<file path="src/rtl/rx_pt_pkg.sv">
// Shared definitions for the RX-initiated point test initiator: FSM states,
// sideband message codes and mainband comparator control words.
package rx_pt_pkg;

   typedef enum logic [3:0] {
      IDLE,
      SEND_START,
      WAIT_START,
      SEND_CLR,
      WAIT_CLR,
      COMPARE,
      SEND_DONE_RESP,
      SEND_END,
      WAIT_END,
      DONE
   } state_t;

   localparam logic [3:0] MSG_START_REQ    = 4'd1;
   localparam logic [3:0] MSG_START_RESP   = 4'd2;
   localparam logic [3:0] MSG_CLR_REQ      = 4'd3;
   localparam logic [3:0] MSG_CLR_RESP     = 4'd4;
   localparam logic [3:0] MSG_TX_DONE_REQ  = 4'd5;
   localparam logic [3:0] MSG_TX_DONE_RESP = 4'd6;
   localparam logic [3:0] MSG_END_REQ      = 4'd7;
   localparam logic [3:0] MSG_END_RESP     = 4'd8;

   localparam logic [1:0] CW_OFF      = 2'b00;
   localparam logic [1:0] CW_CLEAR    = 2'b01;
   localparam logic [1:0] CW_LFSR     = 2'b10;
   localparam logic [1:0] CW_PER_LANE = 2'b11;

endpackage

</file>
<file path="src/rtl/rx_initiated_point_test_initiator.sv">
// Sideband handshake sequencer for an RX-initiated point test with result latching.
// Optional comparison-phase timeout is enabled by defining RX_PT_TIMEOUT_EN.
module rx_initiated_point_test_initiator
   import rx_pt_pkg::*;
#(
   parameter int TIMEOUT_CYCLES = 800000,
   parameter int CNT_W          = 20
) (
   input  logic        clk,
   input  logic        rst,
   input  logic        i_en,
   input  logic        i_mainband_or_valtrain_test,
   input  logic        i_lfsr_or_perlane,
   input  logic [3:0]  i_sideband_message,
   input  logic        i_sideband_message_valid,
   input  logic        i_falling_edge_busy,
   input  logic [15:0] i_comparison_results,
   input  logic        i_valid_result,
   output logic [3:0]  o_sideband_message,
   output logic        o_valid,
   output logic [15:0] o_sideband_data,
   output logic        o_data_valid,
   output logic [1:0]  o_mainband_pattern_compartor_cw,
   output logic        o_comparison_valid_en,
   output logic        o_test_ack,
   output logic [15:0] o_mainband_lanes_result,
   output logic        o_valid_result
);

   if (TIMEOUT_CYCLES < 1 || TIMEOUT_CYCLES >= (1 << CNT_W)) begin : g_bad_timeout
      $error("TIMEOUT_CYCLES must be in 1 .. 2**CNT_W-1");
   end

   state_t state;
   state_t next_state;

   logic got_tx_done;
   logic timed_out;

   assign got_tx_done = i_sideband_message_valid && (i_sideband_message == MSG_TX_DONE_REQ);

`ifdef RX_PT_TIMEOUT_EN
   logic [CNT_W-1:0] cnt;

   assign timed_out = (cnt == CNT_W'(TIMEOUT_CYCLES - 1));

   // Counts cycles spent in COMPARE; any other state (or leaving COMPARE) clears it.
   always_ff @(posedge clk or posedge rst) begin
      if (rst) begin
         cnt <= '0;
      end else if (state == COMPARE && next_state == COMPARE) begin
         cnt <= cnt + 1'b1;
      end else begin
         cnt <= '0;
      end
   end
`else
   assign timed_out = 1'b0;
`endif

   always_ff @(posedge clk or posedge rst) begin
      if (rst) begin
         state <= IDLE;
      end else begin
         state <= next_state;
      end
   end

   // Dropping i_en overrides every handshake step so the test can be aborted anywhere.
   always_comb begin
      next_state = state;
      case (state)
         IDLE:           if (i_en) next_state = SEND_START;
         SEND_START:     if (i_falling_edge_busy) next_state = WAIT_START;
         WAIT_START:     if (i_sideband_message_valid && i_sideband_message == MSG_START_RESP)
                            next_state = SEND_CLR;
         SEND_CLR:       if (i_falling_edge_busy) next_state = WAIT_CLR;
         WAIT_CLR:       if (i_sideband_message_valid && i_sideband_message == MSG_CLR_RESP)
                            next_state = COMPARE;
         COMPARE: begin
            if (got_tx_done) begin
               next_state = SEND_DONE_RESP;
            end else if (timed_out) begin
               next_state = DONE;
            end
         end
         SEND_DONE_RESP: if (i_falling_edge_busy) next_state = SEND_END;
         SEND_END:       if (i_falling_edge_busy) next_state = WAIT_END;
         WAIT_END:       if (i_sideband_message_valid && i_sideband_message == MSG_END_RESP)
                            next_state = DONE;
         DONE:           next_state = DONE;
         default:        next_state = IDLE;
      endcase
      if (state != IDLE && !i_en) begin
         next_state = IDLE;
      end
   end

   always_comb begin
      o_sideband_message              = 4'd0;
      o_valid                         = 1'b0;
      o_sideband_data                 = 16'd0;
      o_data_valid                    = 1'b0;
      o_mainband_pattern_compartor_cw = CW_OFF;
      o_comparison_valid_en           = 1'b0;
      o_test_ack                      = 1'b0;
      case (state)
         SEND_START: begin
            o_valid            = 1'b1;
            o_sideband_message = MSG_START_REQ;
            o_sideband_data    = {14'd0, i_mainband_or_valtrain_test, i_lfsr_or_perlane};
            o_data_valid       = 1'b1;
         end
         SEND_CLR: begin
            o_valid                         = 1'b1;
            o_sideband_message              = MSG_CLR_REQ;
            o_mainband_pattern_compartor_cw = CW_CLEAR;
         end
         WAIT_CLR: o_mainband_pattern_compartor_cw = CW_CLEAR;
         COMPARE: begin
            if (i_mainband_or_valtrain_test) begin
               o_comparison_valid_en = 1'b1;
            end else begin
               o_mainband_pattern_compartor_cw = i_lfsr_or_perlane ? CW_PER_LANE : CW_LFSR;
            end
         end
         SEND_DONE_RESP: begin
            o_valid            = 1'b1;
            o_sideband_message = MSG_TX_DONE_RESP;
         end
         SEND_END: begin
            o_valid            = 1'b1;
            o_sideband_message = MSG_END_REQ;
         end
         DONE:    o_test_ack = 1'b1;
         default: ;
      endcase
   end

   // Results persist through aborts; only a new test start or a timeout clears them.
   always_ff @(posedge clk or posedge rst) begin
      if (rst) begin
         o_mainband_lanes_result <= 16'd0;
         o_valid_result          <= 1'b0;
      end else if (state == IDLE && i_en) begin
         o_mainband_lanes_result <= 16'd0;
         o_valid_result          <= 1'b0;
      end else if (state == COMPARE && next_state == SEND_DONE_RESP) begin
         o_mainband_lanes_result <= i_mainband_or_valtrain_test ? 16'd0 : i_comparison_results;
         o_valid_result          <= i_mainband_or_valtrain_test ? i_valid_result : 1'b0;
      end else if (state == COMPARE && next_state == DONE) begin
         o_mainband_lanes_result <= 16'd0;
         o_valid_result          <= 1'b0;
      end
   end

endmodule

</file>
<file path="config.mk">
export PLATFORM = sky130hd
export DESIGN_NAME = rx_initiated_point_test_initiator
export DESIGN_NICKNAME = d
export VERILOG_FILES = /design/src/rtl/rx_pt_pkg.sv /design/src/rtl/rx_initiated_point_test_initiator.sv
export SDC_FILE = /design/constraint.sdc
export NUM_CORES = 1
export LEC_CHECK = 0
export ABC_AREA = 1
export BUFFER_PORTS_ARGS = -buffer_cell sky130_fd_sc_hd__buf_2
export CAP_MARGIN = 10
export CORE_UTILIZATION = 35
export DETAILED_ROUTE_END_ITERATION = 6
export HOLD_SLACK_MARGIN = 0.02
export PLACE_DENSITY = 0.72
export SLEW_MARGIN = 20
export SYNTH_ARGS = -nofsm -noshare
export SYNTH_HDL_FRONTEND = slang
export SYNTH_SLANG_ARGS = --single-unit
</file>
<file path="constraint.sdc">
create_clock -name clk -period 1.6 [get_ports clk]
set_clock_uncertainty 0.2 [all_clocks]
set_input_delay 0.08 -clock clk [delete_from_list [all_inputs] [get_ports clk]]
set_output_delay 0.08 -clock clk [all_outputs]
set_load 0.02 [all_outputs]
</file>
==> results of run 1 <==
sequential cells by signal, summed over array words and instances (netlist names):
signal	cells
o_valid_result	1
state	4
o_mainband_lanes_result	16
synth_stat cells, types with 2 or more instances:
cell type	instances	area share
nand3b_1	2	0.0099
buf_4	17	0.084
nand3_2	10	0.066
nor2_1	39	0.097
nand4_1	19	0.078
buf_2	4	0.013
inv_1	33	0.082
nand2_1	38	0.094
inv_2	3	0.0074
o21ai_0	3	0.0099
nand3_1	10	0.033
dfrtp_1	21	0.35
tightest hold or removal path: cells and delay by family:
kind / cells / cell delay (ps)
buffers and inverters: 1 / 100
and+or+nand+nor: 5 / 260
where the power goes:
part	switching, mW	internal (mW)	total (mW)
clock	0.162	0.177	0.339
sequential	0.0836	0.594	0.678
combinational	1.19	0.995	2.19
total	1.44	1.77	3.21
routing by layer:
layer / global-route usage / vias up / part of all wire
met5: 0 / - / 0
met4: 0.07552 / 0 / 0.022
met3: 0.01520 / 8 / 0.054
met2: 0.3230 / 89 / 0.50
met1: 0.2456 / 813 / 0.42
li1: - / 839 / -
cell families after synthesis:
logic type             count (synthesis)
AND/OR/NAND/NOR                      126
other                                  1
AO/OA/AOI/OAI                          6
flip-flops                            21
buffers and inverters                 60
metrics by stage:
| step | TNS (ps) | total power [mW] | hold WS, ps | setup slack, ps | area [µm²] |
|---|---|---|---|---|---|
| 6_report | -1088 | 3.206 | 34.99 | -77.86 | 2419 |
| 5_1_grt | -3442 | 3.372 | 97.06 | -177.6 | 2419 |
| 4_1_cts | -670.5 | 2.800 | 30.23 | -49.94 | 2270 |
| 3_5_place_dp | -1900 | 2.122 | -76.76 | -138.8 | 1893 |
| 3_3_place_gp | -725.8 | 2.101 | -72.01 | -52.52 | 1893 |
| 2_1_floorplan | -423.6 | 1.569 | -143.5 | -37.64 | 1584 |
placed cells by master, fill, tap and decap left out, types with 4 or more instances in the layout:
master | netlist | routed
buf_2 | 4 | 46
nand2_1 | 38 | 33
nor2_1 | 39 | 30
inv_1 | 33 | 26
nand4_1 | 19 | 19
dlygate4sd3_1 | 0 | 19
buf_4 | 17 | 19
dfrtp_1 | 21 | 18
conb_1 | 1 | 15
nand3_2 | 10 | 12
buf_6 | 0 | 10
nand3_1 | 10 | 9
inv_2 | 3 | 9
nor2_4 | 1 | 6
nor2_2 | 1 | 5
buf_12 | 0 | 4
repair_timing:
item / in CTS / in global routing
gates cloned: 2 / 1
pin swaps: 7 / 11
buffers inserted: 7 / 4
hold buffers: 19 / 0
endpoints found under the hold margin: 40 / 0
endpoints found under the setup margin: 25 / 32
gates resized for setup: 24 / 31
final timing paths:
path	slack, ps	end	startpoint
setup / recovery	-80	o_mainband_pattern_compartor_cw[0]	state[0]
hold / removal	30	state[0]	i_sideband_message[0]
setup reg to reg	-70	o_mainband_lanes_result[5]	state[1]
hold reg to reg	310	o_mainband_lanes_result[7]	o_mainband_lanes_result[7]
max in group asynchronous	770	state[1]	rst
min in group asynchronous	200	o_mainband_lanes_result[15]	rst
cell type report:
cell class,count,area [µm²],share of cell area
timing repair buffer,99,780.7,0.3228
tap,50,62.56,0.02587
clock buffer,4,45.04,0.01862
multi-input combinational,149,862.1,0.3564
inverter,36,138.9,0.05742
sequential,21,529.3,0.2188
==> metrics.md, run 1 <==
| Metric | Value |
|---|---|
| Delay-heaviest family, CP | `flip-flops` |
| Area Growth Syn to Fin | `59.62%` |
| Final Util | `0.5919` |
| Slowest cell on crit path | `dfrtp_2` |
| Crit Path Max Fanout | `5` |
| Worst-path clk slew | `70 ps` |
| Antenna violations before repair | `0` |
| Hold Path Cell Cnt | `6` |
| Routability Congestion | `0.8988` |
| Setup violators final | `22` |
| Synth Area in XOR/XNOR | `0` |
| Critical Path AT | `1400 ps` |
| Post-synth ARST share | `1.000` |
| PD cells | `1325 nW/µm²` |
| CP Buf/Inv Count | `3` |
| CP Launch Type | `flop` |
| CTS Buf Count | `3` |
| Port bufs | `55` |
| Yosys warning total | `0` |
| Mapped Area | `1515 µm²` |
| Tmin final | `1678 ps` |
| CTS sink cnt | `21` |
| Vias in the first global route | `1,466` |
| Simple-gate portion of the synthesized area | `0.4253` |
| Largest net degree at the start of global routing | `22` |
| FF+latch count, synth | `21` |
| Yosys cell types | `27` |
| Via count | `1,749` |
| Adder-cell share of the synthesized area | `0` |
| WP data required | `1320 ps` |
| Max Cap Viol | `0` |
| Chip Height | `67.80 µm` |
| Largest family of logic cells by synthesized area | `simple AND/OR/NAND/NOR gates` |
| Layout Cells excl Fill | `359` |
| CORE AREA | `4086 µm²` |
| Post-synth EDFFs | `0` |
| DP HPWL | `2.799 mm` |
| PnR worst setup slack | `-77.86 ps` |
| Outcome | `finished, violations left` |
| H-Tree Depth | `1` |
| Critical path capture point type | `output pin` |
| # fillers | `357` |
| Mux cell area share after synthesis | `0` |
| Post-route ant nets | `0` |
| CP dominant cell by count | `nand2_1` |
| Share of cells above drive strength 1 | `0.4207` |
| CP Class | `reg2out` |
| Fin. max-slew vios | `0` |
| Global-route wire length before repair | `6.430 mm` |
| Dpl cells | `322` |
| Ant diodes | `0` |
| R2R cell count | `9` |
| I/O Pins | `71` |
| CTS root buf | `clkbuf_8` |
| Per-cell routed wire length | `12.43 µm` |
| Drt drc | `0` |
| Failing checks | `setup timing` |
| Main synth FF type | `dfrtp_1` |
| Max Root-Sink Buffers | `2` |
| Critical path depth in cells | `6` |
| Die Area | `4596 µm²` |
| Max VDD drop | `0.5678 mV` |
| Final WL | `4.462 mm` |
| Worst skew pair latency | `250 ps` |
| Syn Area/Cell | `7.080 µm²` |
| Layout Nets | `338` |
| Via/cell ratio | `4.872` |
| 1st-pass router iterations | `4` |
| Die width | `67.80 µm` |
| Synthesized netlist cell count | `214` |
| Pleak | `1.372 nW` |
| Row Count | `23` |
| RSZ-0062 raised after global routing | `true` |
| Initial Util | `0.3708` |
| Crit-path cells | `buf_4, nand2_1, inv_1, nand2_1, nand3b_1, buf_6` |
| CTS tree | `built` |
| Hold WC Path Type | `in2reg` |
| DRT iter0 DRCs | `111` |
| Final hold vios | `0` |
| CP peak stage delay | `460 ps` |
| Final worst-path cycle share | `1.049` |
| Register area share after synthesis | `0.3468` |
| Synth Area in Compound Gates | `0.02395` |
| Total gr overflow | `0` |
| Total track usage | `0.1895` |
| Max Freq | `0.5960 GHz` |
(Power assumes the default switching activity.)
==> inputs of run 2 (changes only) <==
- SKIP_CTS_REPAIR_TIMING: default -> 1
==> run 2 against run 1 <==
The run ends with hold timing, setup timing left; first-iteration DRC count shrank 57%; non-clock buffer count down 7; die area unchanged; critical path type is now reg2reg; highest routed layer unchanged.
==> metrics.md, run 2 (synthesized netlist as in run 1, its figures left out) <==
| Metric | Value |
|---|---|
| Total track usage | `0.1525 (was 0.1895)` |
| Max VDD drop | `0.5344 mV (was 0.5678 mV)` |
| Delay-heaviest family, CP | `simple AND/OR/NAND/NOR gates (was flip-flops)` |
| Fin. max-slew vios | `0 (unchanged)` |
| CP Buf/Inv Count | `2 (was 3)` |
| Max Cap Viol | `0 (unchanged)` |
| Final worst hold slack | `-6.545 ps (was 34.99 ps)` |
| Outcome | `finished, violations left (unchanged)` |
| Top reg by flops | `o_mainband_lanes_result (unchanged)` |
| Global-route wire length before repair | `5.271 mm (was 6.430 mm)` |
| Drt drc | `0 (unchanged)` |
| Max Freq | `0.5822 GHz (was 0.5960 GHz)` |
| CTS tree | `built (unchanged)` |
| Layout Nets | `331 (was 338)` |
| Final instance area | `2336 µm² (was 2419 µm²)` |
| Area Growth Syn to Fin | `54.17% (was 59.62%)` |
| Most frequent cells in the layout | `buf_2 (47), nor2_1 (34), inv_1 (29), nand2_1 (29) (was buf_2 (46), nand2_1 (33), nor2_1 (30))` |
| PD cells | `1341 nW/µm² (was 1325 nW/µm²)` |
| Number of flip-flops in the largest register | `16 (unchanged)` |
| I/O Pins | `71 (unchanged)` |
| Critical Path AT | `1660 ps (was 1400 ps)` |
| Commonest non-fill, non-tap cell in the layout | `buf_2 (unchanged)` |
| DRT iter0 DRCs | `48 (was 111)` |
| Via/cell ratio | `4.628 (was 4.872)` |
| Post-route ant nets | `0 (unchanged)` |
| Final WL | `4.239 mm (was 4.462 mm)` |
| Crit-path cells | `inv_1, nor2_1, nand3_1, nand2_1, inv_2, nand2_8, nand3_4, nand3_1, nand2_1 (was buf_4, nand2_1, inv_1, nand2_1, nand3b_1, buf_6)` |
| Die width | `67.80 µm (unchanged)` |
| CP peak stage delay | `450 ps (was 460 ps)` |
| Biggest regs | `o_mainband_lanes_result (16), state (4), o_valid_result (1) (unchanged)` |
| CP Launch Type | `flop (unchanged)` |
| Ant diodes | `0 (unchanged)` |
| CTS sink cnt | `21 (unchanged)` |
| Routability Congestion | `0.8988 (unchanged)` |
| H-Tree Depth | `1 (unchanged)` |
| Row Count | `23 (unchanged)` |
| Tmin final | `1718 ps (was 1678 ps)` |
| Crit Path Max Fanout | `8 (was 5)` |
| Share of cells above drive strength 1 | `0.4073 (was 0.4207)` |
| Antenna violations before repair | `0 (unchanged)` |
| Initial Util | `0.3708 (unchanged)` |
| Chip Height | `67.80 µm (unchanged)` |
| 1st-pass router iterations | `4 (unchanged)` |
| CTS root buf | `clkbuf_8 (unchanged)` |
| CTS Buf Count | `3 (unchanged)` |
| Hold WC Path Type | `in2reg (unchanged)` |
| Max Root-Sink Buffers | `2 (unchanged)` |
| # fillers | `361 (was 357)` |
| Final hold vios | `1 (was 0)` |
| PnR worst setup slack | `-117.7 ps (was -77.86 ps)` |
| CORE AREA | `4086 µm² (unchanged)` |
| Worst-path clk slew | `70 ps (about the same)` |
| RSZ-0062 raised after global routing | `true (unchanged)` |
| Pleak | `1.339 nW (was 1.372 nW)` |
| Failing checks | `hold timing, setup timing (was setup timing)` |
| DP Area | `1893 µm² (unchanged)` |
| Vias in the first global route | `1,188 (was 1,466)` |
| CP Class | `reg2reg (was reg2out)` |
| Dpl ws | `-138.8 ps (unchanged)` |
| DP HPWL | `2.799 mm (unchanged)` |
| Per-cell routed wire length | `12.04 µm (was 12.43 µm)` |
| Port bufs | `55 (unchanged)` |
| Worst skew pair latency | `250 ps (about the same)` |
| Via count | `1,629 (was 1,749)` |
| Final worst-path cycle share | `1.074 (was 1.049)` |
| Setup violators final | `24 (was 22)` |
| Largest net degree at the start of global routing | `22 (unchanged)` |
| Critical path capture point type | `flop (was output pin)` |
| Total gr overflow | `0 (unchanged)` |
| WP data required | `1540 ps (was 1320 ps)` |
| Die Area | `4596 µm² (unchanged)` |
| Slowest cell on crit path | `dfrtp_2 (unchanged)` |
-- run 2: cell count changes in the layout (fill, tap and decap cells not counted), moves of 3 or more --
cell,previous run,this run
dlygate4sd3_1,19,15
nand2_1,33,29
nand2_2,3,7
nor2_1,30,34
inv_1,26,29
inv_2,9,6
nor2_4,6,3
-- run 2: report_power, final --
group          switching [mW]  internal [mW]
registers              0.0738          0.592
clock network           0.155          0.177
logic                    1.17          0.963
total                    1.40           1.73
-- run 2: path summary, 6_finish.rpt --
path,startpoint,cells past startpoint,to,slack [ps]
worst min register to register,o_mainband_lanes_result[1],2,o_mainband_lanes_result[1],310
min in group asynchronous,rst,4,state[2],200
worst max register to register,state[0],9,o_mainband_lanes_result[12],-120
worst min-delay path,i_comparison_results[8],5,o_mainband_lanes_result[8],-7
max in group asynchronous,rst,4,state[1],770
worst max-delay path,state[0],9,o_mainband_lanes_result[12],-120
-- run 2: through the flow --
step | util | hold slack, ps | std cells | power, mW | TNS [ps]
after floorplan | - | -143.5 | 228 | 1.569 | -423.6
after global placement | 0.4633 | -72.01 | 322 | 2.101 | -725.8
after detailed placement | 0.4633 | -76.76 | 322 | 2.122 | -1900
after CTS | 0.4743 | -345.0 | 326 | 2.455 | -2960
after global routing | 0.5716 | 38.67 | 352 | 3.302 | -3831
final | 0.5716 | -6.545 | 352 | 3.131 | -1787
-- run 2: area by class of cell --
class	count	area, µm²	share of cell area
multi-input cells	149	853.3	0.3653
flip-flops and latches	21	528.0	0.2260
well taps	50	62.56	0.02678
repair buffers	92	708.2	0.3032
inverters	36	138.9	0.05945
clock buffers	4	45.04	0.01928
-- run 2: metal layers --
metal,wire (µm),GRT usage,vias up
li1,-,-,827
met1,1919,0.2253,737
met2,2033,0.2252,53
met3,164,0.01689,12
met4,122,0.05729,0
met5,0,0,-
-- run 2: worst min-delay path, stage by stage --
cell and delay [ps]:
buf_2 100, inv_1 40, nor2_1 30, nand4_1 100
nand2_1 60
